--- config.mk ---
export PLATFORM = sky130hd
export DESIGN_NAME = strb_scheduler
export DESIGN_NICKNAME = d
export VERILOG_FILES = /design/src/rtl/strb_scheduler_pkg.sv /design/src/rtl/strb_scheduler_rr_arbiter.sv /design/src/rtl/strb_scheduler.sv
export SDC_FILE = /design/constraint.sdc
export NUM_CORES = 1
export LEC_CHECK = 0
export BUFFER_PORTS_ARGS = -buffer_cell sky130_fd_sc_hd__buf_4
export CORE_ASPECT_RATIO = 1.2
export CORE_MARGIN = 2
export CORE_UTILIZATION = 52
export DETAILED_ROUTE_END_ITERATION = 8
export GPL_TIMING_DRIVEN = 0
export PLACE_DENSITY = 0.78
export SLEW_MARGIN = 20
export SYNTH_ARGS = -nofsm -noshare
export SYNTH_HDL_FRONTEND = slang
export SYNTH_HIERARCHICAL = 1
export SYNTH_SLANG_ARGS = --single-unit
--- constraint.sdc ---
create_clock -name clk_i -period 2.8 [get_ports clk_i]
set_clock_uncertainty 0.2 [all_clocks]
set_input_delay 0.84 -clock clk_i [delete_from_list [all_inputs] [get_ports clk_i]]
set_output_delay 0.84 -clock clk_i [all_outputs]
set_load 0.005 [all_outputs]
--- src/rtl/strb_scheduler_pkg.sv ---
// Shared defaults for the strobe scheduler and its round-robin arbiter.
package strb_scheduler_pkg;

  localparam int unsigned N_DEF  = 4;
  localparam int unsigned DW_DEF = 8;

endpackage : strb_scheduler_pkg

--- src/rtl/strb_scheduler_rr_arbiter.sv ---
// Combinational round-robin picker: first request at or after i_ptr, wrapping mod N.
module rr_arbiter
  import strb_scheduler_pkg::*;
#(
  parameter int unsigned N  = N_DEF,
  localparam int unsigned PW = (N > 1) ? $clog2(N) : 1
) (
  input  logic [N-1:0]  i_req,
  input  logic [PW-1:0] i_ptr,
  output logic [N-1:0]  o_sel_c,
  output logic [PW-1:0] o_idx_c,
  output logic          o_valid_c
);

  // Scan N positions starting at the pointer; the first hit wins.
  always_comb begin
    logic [PW-1:0] v_idx;
    int            v_pos;
    o_sel_c   = '0;
    o_idx_c   = '0;
    o_valid_c = 1'b0;
    v_idx     = '0;
    v_pos     = 0;
    for (int k = 0; k < int'(N); k++) begin
      v_pos = (int'(i_ptr) + k) % int'(N);
      v_idx = PW'(v_pos);
      if (!o_valid_c && i_req[v_idx]) begin
        o_valid_c      = 1'b1;
        o_sel_c[v_idx] = 1'b1;
        o_idx_c        = v_idx;
      end
    end
  end

endmodule : rr_arbiter

--- src/rtl/strb_scheduler.sv ---
// Divides a shared base tick per channel and serialises expirations onto one
// downstream resource via round-robin one-hot grants. Also pulses the strobe
// generator's sync reset when the first channel is enabled.
module strb_scheduler
  import strb_scheduler_pkg::*;
#(
  parameter int unsigned N  = N_DEF,
  parameter int unsigned DW = DW_DEF,
  localparam int unsigned PW = (N > 1) ? $clog2(N) : 1
) (
  input  logic            clk_i,
  input  logic            nrst_i,
  input  logic            nrstSync_i,
  input  logic            tick_i,
  input  logic [N-1:0]    en_i,
  input  logic [N*DW-1:0] div_i,
  input  logic            busy_i,
  input  logic [N-1:0]    ovrClr_i,
  output logic [N-1:0]    gnt_o,
  output logic [N-1:0]    ovr_o,
  output logic            genRst_o
);

  logic [N-1:0]  w_pend;
  logic [N-1:0]  w_ovr;
  logic [N-1:0]  w_req;
  logic [N-1:0]  w_sel;
  logic [PW-1:0] w_idx;
  logic          w_valid;
  logic          w_en_any;

  logic [N-1:0]  r_gnt;
  logic [PW-1:0] r_ptr;
  logic          r_gen_rst;
  logic          r_en_any;

  // Disabled channels and a busy resource never request.
  assign w_req    = busy_i ? '0 : (w_pend & en_i);
  assign w_en_any = |en_i;

  rr_arbiter #(.N(N)) u_arb (
    .i_req     (w_req),
    .i_ptr     (r_ptr),
    .o_sel_c   (w_sel),
    .o_idx_c   (w_idx),
    .o_valid_c (w_valid)
  );

  // Per-channel divider, pending flag and sticky overrun.
  for (genvar gi = 0; gi < int'(N); gi++) begin : g_ch
    logic [DW-1:0] r_cnt;
    logic          r_pend;
    logic          r_ovr;
    logic [DW-1:0] w_div;
    logic          w_expire;
    logic          w_granted;

    assign w_div     = div_i[gi*DW +: DW];
    // >= lets a lowered divide value expire on the next tick instead of wrapping.
    assign w_expire  = en_i[gi] & tick_i & (r_cnt >= w_div);
    assign w_granted = w_sel[gi];

    // Count ticks, latch expirations, flag expirations that land on an ungranted pend.
    always_ff @(posedge clk_i or negedge nrst_i) begin
      if (!nrst_i) begin
        r_cnt  <= '0;
        r_pend <= 1'b0;
        r_ovr  <= 1'b0;
      end else if (!nrstSync_i || !en_i[gi]) begin
        r_cnt  <= '0;
        r_pend <= 1'b0;
        r_ovr  <= 1'b0;
      end else begin
        if (tick_i) begin
          r_cnt <= w_expire ? '0 : r_cnt + DW'(1);
        end
        r_pend <= w_expire | (r_pend & ~w_granted);
        if (w_expire && r_pend && !w_granted) begin
          r_ovr <= 1'b1;
        end else if (ovrClr_i[gi]) begin
          r_ovr <= 1'b0;
        end
      end
    end

    assign w_pend[gi] = r_pend;
    assign w_ovr[gi]  = r_ovr;
  end

  // Grant register, rotating pointer and generator-alignment pulse.
  always_ff @(posedge clk_i or negedge nrst_i) begin
    if (!nrst_i) begin
      r_gnt     <= '0;
      r_ptr     <= '0;
      r_gen_rst <= 1'b1;
      r_en_any  <= 1'b0;
    end else if (!nrstSync_i) begin
      r_gnt     <= '0;
      r_ptr     <= '0;
      r_gen_rst <= 1'b0;
      r_en_any  <= 1'b0;
    end else begin
      r_gnt <= w_sel;
      if (w_valid) begin
        r_ptr <= (w_idx == PW'(N - 1)) ? '0 : w_idx + PW'(1);
      end
      r_gen_rst <= ~(w_en_any & ~r_en_any);
      r_en_any  <= w_en_any;
    end
  end

  assign gnt_o    = r_gnt;
  assign ovr_o    = w_ovr;
  assign genRst_o = r_gen_rst;

endmodule : strb_scheduler
==> results of run 1 <==
[timing repair]
action,in CTS,in global routing
pin swaps,10,7
gates resized for setup,21,12
setup endpoints to repair,9,9
setup buffers,3,9
gates cloned,0,0
[cell families (layout without fill, tap and decap cells)]
kind of cell	Yosys count	count (layout)	share of synthesized area, %
compound gates	90	90	17.79
xor+xnor	9	9	2.143
fa+ha+maj	42	42	14.29
buf+inv	61	133	7.381
flops	48	48	32.69
mux	10	10	4.354
simple gates	146	146	21.36
[cell usage in the layout, fill, tap and decap left out, types with 7 or more instances in the layout]
cell                       count
sky130_fd_sc_hd__nor3_1       15
sky130_fd_sc_hd__ha_1         40
sky130_fd_sc_hd__and2_1        7
sky130_fd_sc_hd__a21oi_1      17
sky130_fd_sc_hd__buf_4        64
sky130_fd_sc_hd__nand2_1      34
sky130_fd_sc_hd__nand2b_1      9
sky130_fd_sc_hd__nor2_1       16
sky130_fd_sc_hd__inv_1        44
sky130_fd_sc_hd__nand3_1      21
sky130_fd_sc_hd__o22ai_1       7
sky130_fd_sc_hd__a211oi_1      8
sky130_fd_sc_hd__nand4_1       7
sky130_fd_sc_hd__dfrtp_1      46
sky130_fd_sc_hd__clkbuf_1      8
[through the flow]
| stage | power [mW] | hold slack [ns] |
|---|---|---|
| floorplan | 0.7972 | 0.2423 |
| global placement | 0.8832 | 0.2518 |
| detailed placement | 0.8898 | 0.2557 |
| CTS | 1.308 | 0.2780 |
| global route | 1.364 | 0.2976 |
| finish | 1.299 | 0.2726 |
[flip-flops by register name, indices dropped and copies added, names as in the netlist]
signal	count
gnt_o	4
g_ch.r_pend	4
r_en_any	1
r_ptr	2
genRst_o	1
g_ch.r_cnt	32
g_ch.r_ovr	4
[final cells by class]
cell class	count	area, um2
Buffer	17	116.4
Clock buffer	6	72.57
Clock inverter	2	16.27
Fill cell	581	2391
Inverter	44	165.2
Multi-Input combinational cell	297	2277
Sequential cell	48	1204
Tap cell	87	108.9
Timing Repair Buffer	64	503.0
[power by group through the flow]
stage          clock (mW)  combinational [mW]  sequential (mW)
3_5_place_dp            0               0.173            0.717
3_3_place_gp            0               0.166            0.717
2_1_floorplan           0              0.0808            0.716
4_1_cts             0.429               0.175            0.703
6_report            0.418               0.177            0.703
5_1_grt             0.459               0.200            0.705
[per-layer routing]
layer / global-route usage [%] / vias to the layer above
li1: - / 1603
met1: 30.43 / 1622
met2: 41.39 / 106
met3: 3.377 / 20
met4: 10.03 / 0
met5: 0 / -
[worst max-delay path by stage]
stage            start                         to  slack (ns)  cells past startpoint
3_5_place_dp   en_i[1]       r_ptr[1]$_DFFE_PN0P_       -0.53                     10
4_1_cts        en_i[2]       r_ptr[1]$_DFFE_PN0P_       -0.11                     10
3_3_place_gp   en_i[0]  g_ch[2].r_ovr$_DFFE_PN0P_       -0.49                      9
2_1_floorplan  en_i[2]       r_ptr[1]$_DFFE_PN0P_       -0.22                      9
5_1_grt        en_i[1]  g_ch[2].r_ovr$_DFFE_PN0P_       -0.21                      9
6_report       en_i[1]  g_ch[2].r_ovr$_DFFE_PN0P_       -0.12                      9
==> impl_summary.log, run 1 <==
[metrics] outcome: finished, violations left
[metrics] failing checks: negative setup slack
[metrics] worst r2r dst: g_ch[2].r_ovr$_DFFE_PN0P_
[metrics] overall overflow remaining after global route: 0
[metrics] synthesized netlist net count: 493
[metrics] number of port buffers: 52
[metrics] clock tree from TritonCTS: yes
[metrics] top-level port count: 54
[metrics] Layout Nets: 564
[metrics] number of enable-type register cells in the synthesized netlist: 0
[metrics] Core Footprint: 0.006854 mm2
[metrics] RSZ-0062 raised after global routing: yes
[metrics] design internal power: 0.9580 mW
[metrics] most frequently used cell type in the post-synthesis netlist: sky130_fd_sc_hd__dfrtp_1
[metrics] gr usage total: 24.12%
[metrics] H-tree depth: 2
[metrics] leading post-synthesis cells by cell area: sky130_fd_sc_hd__dfrtp_1 (32%), sky130_fd_sc_hd__ha_1 (14%), sky130_fd_sc_hd__inv_1 (4.5%)
[metrics] primary flip-flop cell chosen by synthesis mapping: sky130_fd_sc_hd__dfrtp_1
[metrics] largest net degree at the start of global routing: 49
[metrics] Inserted Clock Buffers: 5
[metrics] Combinational Power Share: 13.6%
[metrics] hold path depth: 1
[metrics] Switching Fraction: 26.23%
[metrics] Rows: 33
[metrics] die span in y: 96.14 um
[metrics] R2R cell count: 11
[metrics] syn_area_per_cell: 9.060 um2
[metrics] buffers plus inverters on the worst setup path: 1
[metrics] DRT antenna net count: 0
[metrics] critical hold path startpoint: r_en_any$_DFF_PN0_
[metrics] vias per cell: 5.931
[metrics] clock network fraction of total power: 32.2%
[metrics] die width: 80.78 um
[metrics] endpoint of the worst hold path: genRst_o$_DFF_PN1_
[metrics] number of cells after detailed placement: 545
[metrics] number of endpoints with negative hold slack in the final report: 0
[metrics] clock slew at reported path FFs: 0.09 ns
[metrics] number of standard cells in the layout, taps in and fillers out: 565
[metrics] area after detailed placement: 0.004178 mm2
[metrics] fraction of final layout cells sized beyond drive strength 1: 24.69%
[metrics] later-pin clock latency in the skew report: 0.31 ns
[metrics] startpoint types: primary input
[metrics] worst slew margin relative to its limit: 56.82%
[metrics] routed metal-1 wirelength: 3.759 mm
[metrics] global placement routability congestion: 0.8992
[metrics] met3 routed WL: 434 um
[metrics] cells along the critical path: buf_8 > and3b_2 > mux4_2 > and2b_2 > a22oi_1 > o21ai_1 > nand2b_1 > or3_1 > a21oi_1
[metrics] starting utilization of the core area: 53.67%
[metrics] classification of the worst setup path: primary input to flop
[metrics] wire length on met2: 4.460 mm
[metrics] Antenna diodes: 0
[metrics] Wirelength per Cell: 15.68 um
[metrics] Peak VDD IR: 0.2104 mV
[metrics] TritonRoute pass-1 iters: 5
[metrics] cell type with the highest aggregate area in the netlist: sky130_fd_sc_hd__dfrtp_1
[metrics] required time of the critical path: 2.83 ns
[metrics] top cell type's share of synthesized area: 31.97%
[metrics] post-detailed-placement half-perimeter wirelength: 6.448 mm
[metrics] number of endpoints failing setup at the final stage: 3
[metrics] maximum buffer depth of the clock tree: 2
[metrics] most frequent cells after synthesis: sky130_fd_sc_hd__dfrtp_1 (47), sky130_fd_sc_hd__inv_1 (44), sky130_fd_sc_hd__ha_1 (42)
[metrics] # Max-Cap Violations: 0
[metrics] worst hold path type: flop to flop
[metrics] post-synthesis cell count: 406
[metrics] detailed-route wire length: 8.860 mm
[metrics] final cell utilization of the core: 65.12%
[metrics] highest routed layer: met4
[metrics] Flop pwr share: 54.2%
[metrics] Max Clk Rate: 342.4 MHz
[metrics] R2R setup slack: -0.01 ns
[metrics] final worst path period need: 2.920 ns
[metrics] category of the worst setup path capture point: flop
[metrics] maximum single-stage delay on the critical path: 0.54 ns
[metrics] Crit path max-delay family: simple AND/OR/NAND/NOR gates
[metrics] Least-Margin Pin Slew: 0.6439 ns
[metrics] via count of the first global-routing pass: 3254
[metrics] Vias: 3351
[metrics] post-synthesis sequential area ratio: 32.69%
[metrics] CP max FO: 5
[metrics] slowest stage cell, crit path: sky130_fd_sc_hd__mux4_2
[metrics] design area: 0.004463 mm2
[metrics] Cell Pwr Density: 291.0 mW/mm2
[metrics] max-slew violation count: 0
[metrics] # clock sinks: 48
[metrics] area grow syn2layout: 21.33%
[metrics] DRC violations left: 0
[metrics] DRC marker count from the first detailed-route iteration: 195
[metrics] post-synthesis instance area: 0.003679 mm2
[metrics] sw power: 0.3406 mW
[metrics] count of yosys warnings during synthesis: 6
[metrics] root buffer selected by CTS: sky130_fd_sc_hd__clkbuf_8
[metrics] leakage power: 2.130 nW
[metrics] reg2reg start: r_ptr[0]$_DFFE_PN0P_
[metrics] number of antenna violations at the first check in global routing: 0
[metrics] arrival time of the worst setup path: 2.96 ns
[metrics] die area: 0.007766 mm2
[metrics] post-route clock period utilization: 104.3%
[metrics] number of synthesized register bits: 48
[metrics] setup slack of the critical path after layout: -0.1205 ns
[metrics] Setup TNS Final: -0.2956 ns
[metrics] share of flip-flops with an asynchronous set or reset after synthesis: 100.0%
[metrics] count of different cell masters after synthesis: 63
[metrics] global-route wire length before repair: 14.84 mm
[metrics] post-cts hold buffer count: 0
[metrics] pre-CTS setup slack: -0.5313 ns
No activity file was read; power rests on OpenSTA's default activity.
==> run 2, diff against run 1 <==
- CORE_UTILIZATION: 52 -> 58
- PLACE_DENSITY: 0.78 -> 0.82
- clock period: 2.8 -> 3.12 ns (I/O delays scaled with it)
==> run 2 against run 1 <==
  * The flow now finishes without violations
  * Non-clock buffer count is 10 lower
  * Core utilization up 5.2 points
  * Critical endpoint is now r_ptr[1]$_DFFE_PN0P_
  * Clock power down 7.7%
  * Critical path type unchanged
  * Sequential power fell by 10%
  * Sequential cell count is the same
==> impl_summary.log, run 2 (synthesized netlist as in run 1, its figures left out) <==
[metrics] number of endpoints failing setup at the final stage: 0
[metrics] final worst path period need: 3.057 ns
[metrics] Least-Margin Pin Slew: 0.6634 ns
[metrics] Cell Pwr Density: 273.3 mW/mm2
[metrics] R2R setup slack: 0.14 ns
[metrics] Setup TNS Final: 0 ns
[metrics] classification of the worst setup path: primary input to flop
[metrics] max FFs per register: 32
[metrics] pre-CTS setup slack: -0.2904 ns
[metrics] Core Footprint: 0.006090 mm2
[metrics] Peak VDD IR: 0.2683 mV
[metrics] setup slack of the critical path after layout: 0.06326 ns
[metrics] die width: 76.70 um
[metrics] top-level port count: 54
[metrics] largest net degree at the start of global routing: 49
[metrics] Rows: 31
[metrics] worst r2r dst: r_ptr[1]$_DFFE_PN0P_
[metrics] detailed-route wire length: 8.302 mm
[metrics] final worst hold slack: 0.2836 ns
[metrics] area grow syn2layout: 16.36%
[metrics] die area: 0.006998 mm2
[metrics] fraction of final layout cells sized beyond drive strength 1: 19.44%
[metrics] clock tree from TritonCTS: yes
[metrics] design area: 0.004280 mm2
[metrics] post-detailed-placement half-perimeter wirelength: 6.307 mm
[metrics] TritonRoute pass-1 iters: 4
[metrics] number of standard cells in the layout, taps in and fillers out: 550
[metrics] clock network fraction of total power: 33.0%
[metrics] DRC marker count from the first detailed-route iteration: 97
[metrics] launch point of the worst path: en_i[2]
[metrics] die span in y: 91.24 um
[metrics] root buffer selected by CTS: sky130_fd_sc_hd__clkbuf_8
[metrics] sw power: 0.2930 mW
[metrics] number of port buffers: 52
[metrics] R2R cell count: 10
[metrics] Wirelength per Cell: 15.09 um
[metrics] post-route clock period utilization: 97.97%
[metrics] overall overflow remaining after global route: 0
[metrics] CP max FO: 9
[metrics] clock slew at reported path FFs: 0.09 ns
[metrics] DRC violations left: 0
[metrics] # Max-Cap Violations: 0
[metrics] area after detailed placement: 0.004172 mm2
[metrics] number of endpoints with negative hold slack in the final report: 0
[metrics] max-slew violation count: 0
[metrics] DRT antenna net count: 0
[metrics] reg2reg start: r_ptr[1]$_DFFE_PN0P_
[metrics] global-route wire length before repair: 14.10 mm
[metrics] leakage power: 2.055 nW
[metrics] power after layout: 1.170 mW
[metrics] Reg with most FFs: g_ch.r_cnt
[metrics] final cell utilization of the core: 70.29%
[metrics] gr usage total: 24.29%
[metrics] number of cells after detailed placement: 540
[metrics] worst hold path type: flop to flop
[metrics] category of the worst setup path capture point: flop
[metrics] outcome: finished clean
[metrics] global placement routability congestion: 0.8932
[metrics] Combinational Power Share: 13.0%
[metrics] highest-count cells in the layout ignoring fill and taps: sky130_fd_sc_hd__buf_4 (58), sky130_fd_sc_hd__dfrtp_1 (47), sky130_fd_sc_hd__inv_1 (44), sky130_fd_sc_hd__ha_1 (41), sky130_fd_sc_hd__nand2_1 (35)
[metrics] Antenna diodes: 0
[metrics] maximum buffer depth of the clock tree: 2
[metrics] design internal power: 0.8767 mW
[metrics] number of antenna violations at the first check in global routing: 0
[metrics] capturing instance or port of the critical path: r_ptr[1]$_DFFE_PN0P_
[metrics] vias per cell: 5.924
[metrics] Vias: 3258
[metrics] startpoint types: primary input
[metrics] Layout Nets: 554
[metrics] # clock sinks: 48
[metrics] starting utilization of the core area: 60.41%
[metrics] Flop pwr share: 54.0%
[metrics] via count of the first global-routing pass: 3202
[metrics] RSZ-0062 raised after global routing: yes
[metrics] Switching Fraction: 25.05%
[metrics] later-pin clock latency in the skew report: 0.29 ns
[metrics] leading cell type in the layout, fill and taps excluded: sky130_fd_sc_hd__buf_4
[metrics] H-tree depth: 2
[metrics] arrival time of the worst setup path: 3.09 ns
[metrics] Inserted Clock Buffers: 5
[metrics] Max Clk Rate: 327.1 MHz
[metrics] required time of the critical path: 3.15 ns
[metrics] worst slew margin relative to its limit: 55.51%
## run 2: worst min-delay path by stage
stage	start	end	slack, ns	depth (start not counted)
floorplan	r_en_any$_DFF_PN0_	genRst_o$_DFF_PN1_	0.24	1
global placement	r_en_any$_DFF_PN0_	genRst_o$_DFF_PN1_	0.25	1
detailed placement	r_en_any$_DFF_PN0_	genRst_o$_DFF_PN1_	0.26	1
CTS	r_en_any$_DFF_PN0_	genRst_o$_DFF_PN1_	0.28	1
global route	r_en_any$_DFF_PN0_	genRst_o$_DFF_PN1_	0.29	1
finish	r_en_any$_DFF_PN0_	genRst_o$_DFF_PN1_	0.28	1
## run 2: cell type report
class | count | area, um2
multi-input cells | 297 | 2207
fillers | 511 | 1809
flip-flops and latches | 48 | 1202
repair buffers | 54 | 405.4
inverters | 44 | 165.2
plain buffers | 17 | 107.6
well taps | 82 | 102.6
clock buffers | 8 | 90.09
## run 2: layer usage
metal	track usage, %	part of all wire, %
met5	0	0
met4	10.00	1.7
met3	3.380	4.1
met2	42.69	52
met1	29.74	43
## run 2: what timing repair did
action                                  4_1_cts  5_1_grt
resized for setup                             0        9
hold endpoints to repair                      0        0
setup buffers                                 0        2
hold buffers                                  0        0
endpoints found under the setup margin        0        7
## run 2: critical path, cell delays in order
cell and delay, ns:
sky130_fd_sc_hd__buf_4 0.12, sky130_fd_sc_hd__and3b_2 0.24, sky130_fd_sc_hd__mux4_2 0.48, sky130_fd_sc_hd__buf_6 0.16, sky130_fd_sc_hd__nor4b_4 0.34, sky130_fd_sc_hd__nor2_1 0.08, sky130_fd_sc_hd__a32o_1 0.24, sky130_fd_sc_hd__ha_2 0.31
sky130_fd_sc_hd__mux2i_1 0.06, sky130_fd_sc_hd__nor2b_1 0.13
## run 2: power by group through the flow
stage	clock network [mW]	registers [mW]	logic, mW
2_1_floorplan	0	0.643	0.0725
3_3_place_gp	0	0.644	0.147
3_5_place_dp	0	0.644	0.154
4_1_cts	0.381	0.632	0.154
5_1_grt	0.405	0.632	0.172
6_report	0.386	0.632	0.152
==> run 3, diff against run 2 <==
- CORE_ASPECT_RATIO: 1.2 -> unset
- CORE_UTILIZATION: 58 -> 32
- PLACE_DENSITY: 0.82 -> 0.51
- SLEW_MARGIN: 20 -> 15
==> run 3 against run 2 <==
  * Final area grew 4.3%
  * Maximum frequency rose by 0.39%
  * Worst setup slack better by 0.012 ns
  * Register-to-register slack improved by 0.04 ns
  * Core utilization down 31 points
  * Largest cell class unchanged
  * Non-clock buffer count is 3 higher
  * Sequential power hardly changed
==> impl_summary.log, run 3 (synthesized netlist as in run 1, its figures left out) <==
[metrics] clock slew at reported path FFs: 0.07 ns
[metrics] worst slew margin relative to its limit: 53.31%
[metrics] max-slew violation count: 0
[metrics] top-level port count: 54
[metrics] final cell utilization of the core: 39.45%
[metrics] overall overflow remaining after global route: 0
[metrics] highest-count cells in the layout ignoring fill and taps: sky130_fd_sc_hd__buf_4 (57), sky130_fd_sc_hd__dfrtp_1 (46), sky130_fd_sc_hd__inv_1 (44), sky130_fd_sc_hd__ha_1 (42), sky130_fd_sc_hd__nand2_1 (34)
[metrics] area grow syn2layout: 21.39%
[metrics] leading cell type in the layout, fill and taps excluded: sky130_fd_sc_hd__buf_4
[metrics] Rows: 39
[metrics] Wirelength per Cell: 15.04 um
[metrics] pre-CTS setup slack: -0.3335 ns
[metrics] vias per cell: 5.215
[metrics] number of endpoints with negative hold slack in the final report: 0
[metrics] maximum buffer depth of the clock tree: 2
[metrics] # Max-Cap Violations: 0
[metrics] setup slack of the critical path after layout: 0.07506 ns
[metrics] die span in y: 111.2 um
[metrics] H-tree depth: 2
[metrics] number of port buffers: 52
[metrics] clock network fraction of total power: 41.0%
[metrics] outcome: finished clean
[metrics] startpoint types: primary input
[metrics] Cell Pwr Density: 301.5 mW/mm2
[metrics] leakage power: 2.105 nW
[metrics] global-route wire length before repair: 15.66 mm
[metrics] post-detailed-placement half-perimeter wirelength: 6.801 mm
[metrics] die area: 0.01237 mm2
[metrics] Reg with most FFs: g_ch.r_cnt
[metrics] Setup TNS Final: 0 ns
[metrics] Max Clk Rate: 328.4 MHz
[metrics] Combinational Power Share: 12.0%
[metrics] Core Footprint: 0.01132 mm2
[metrics] root buffer selected by CTS: sky130_fd_sc_hd__clkbuf_16
[metrics] via count of the first global-routing pass: 3252
[metrics] worst hold path type: flop to flop
[metrics] clock tree from TritonCTS: yes
[metrics] starting utilization of the core area: 32.49%
[metrics] max FFs per register: 32
[metrics] # clock sinks: 48
[metrics] Vias: 3202
[metrics] required time of the critical path: 3.09 ns
[metrics] gr usage total: 15.27%
[metrics] Peak VDD IR: 0.2137 mV
[metrics] DRC marker count from the first detailed-route iteration: 126
[metrics] fraction of final layout cells sized beyond drive strength 1: 20.59%
[metrics] sw power: 0.3245 mW
[metrics] largest net degree at the start of global routing: 49
[metrics] number of antenna violations at the first check in global routing: 0
[metrics] TritonRoute pass-1 iters: 4
[metrics] number of endpoints failing setup at the final stage: 0
[metrics] CP max FO: 6
[metrics] category of the worst setup path capture point: flop
[metrics] Antenna diodes: 0
[metrics] Flop pwr share: 47.0%
[metrics] DRC violations left: 0
[metrics] Inserted Clock Buffers: 5
[metrics] die width: 111.2 um
[metrics] global placement routability congestion: 0.8149
[metrics] later-pin clock latency in the skew report: 0.29 ns
[metrics] design internal power: 1.022 mW
[metrics] Layout Nets: 557
[metrics] detailed-route wire length: 9.234 mm
[metrics] DRT antenna net count: 0
[metrics] arrival time of the worst setup path: 3.01 ns
[metrics] Least-Margin Pin Slew: 0.6962 ns
[metrics] post-route clock period utilization: 97.59%
[metrics] final worst path period need: 3.045 ns
[metrics] Switching Fraction: 24.10%
[metrics] classification of the worst setup path: primary input to flop
[metrics] RSZ-0062 raised after global routing: yes
-- run 3: cell types whose count changed in the layout (fill, tap and decap cells not counted), moves of 2 or more --
cell / change
sky130_fd_sc_hd__and3b_1: -2
sky130_fd_sc_hd__and3b_2: +2
sky130_fd_sc_hd__buf_8: +3
sky130_fd_sc_hd__clkbuf_16: +5
sky130_fd_sc_hd__clkbuf_8: -5
-- run 3: metrics by stage --
step | cells | power (mW) | instance area (um2) | hold WS (ns)
global route | 614 | 1.413 | 4466 | 0.3087
detailed placement | 601 | 0.8037 | 4248 | 0.2770
floorplan | 406 | 0.7154 | 3679 | 0.2423
global placement | 601 | 0.8003 | 4248 | 0.2486
CTS | 609 | 1.366 | 4390 | 0.2984
finish | 614 | 1.346 | 4466 | 0.2937
-- run 3: path summary, 6_finish.rpt --
path                                            from                      endpoint  slack [ns]  cells after the start
worst min register to register    r_en_any$_DFF_PN0_            genRst_o$_DFF_PN1_        0.29                      1
min in group asynchronous                     nrst_i  g_ch[1].r_cnt[7]$_DFFE_PN0P_        0.47                      1
worst max register to register  r_ptr[0]$_DFFE_PN0P_     g_ch[0].r_ovr$_DFFE_PN0P_        0.18                     11
worst max-delay path                         en_i[2]     g_ch[0].r_ovr$_DFFE_PN0P_        0.08                     10
worst min-delay path              r_en_any$_DFF_PN0_            genRst_o$_DFF_PN1_        0.29                      1
max in group asynchronous                     nrst_i          r_ptr[1]$_DFFE_PN0P_        1.78                      1
-- run 3: critical path: stages --
cell and delay (ns):
sky130_fd_sc_hd__buf_8 0.10, sky130_fd_sc_hd__and3b_2 0.22, sky130_fd_sc_hd__mux4_2 0.48, sky130_fd_sc_hd__buf_6 0.15
sky130_fd_sc_hd__nor4b_4 0.33, sky130_fd_sc_hd__a22oi_1 0.14, sky130_fd_sc_hd__o21ai_1 0.22, sky130_fd_sc_hd__nor2b_1 0.14
sky130_fd_sc_hd__a32oi_1 0.23, sky130_fd_sc_hd__nor2_1 0.06
-- run 3: power by group through the flow --
stage	Combinational, mW	Clock, mW	Sequential, mW
2_1_floorplan	0.0725	0	0.643
3_3_place_gp	0.156	0	0.644
3_5_place_dp	0.160	0	0.644
4_1_cts	0.160	0.574	0.632
5_1_grt	0.184	0.596	0.633
6_report	0.162	0.552	0.632
-- run 3: cell type report --
type | count | area (um2)
Sequential cell | 48 | 1204
Tap cell | 143 | 178.9
Multi-Input combinational cell | 297 | 2210
Clock buffer | 8 | 146.4
Timing Repair Buffer | 57 | 454.2
Buffer | 17 | 107.6
Inverter | 44 | 165.2
Fill cell | 1184 | 6855
-- run 3: metal layers --
layer	track usage [%]	vias up	routed length [um]
met3	2.187	7	295
met2	26.06	51	4462
met4	3.868	0	101
met1	20.39	1543	4375
met5	0	-	0
li1	-	1601	-
-- run 3: what timing repair did --
| action | CTS | global route |
|---|---|---|
| buffers inserted | 0 | 5 |
| pin swaps | 0 | 7 |
| setup endpoints to repair | 2 | 5 |
| hold buffers | 0 | 0 |
| resized for setup | 2 | 17 |
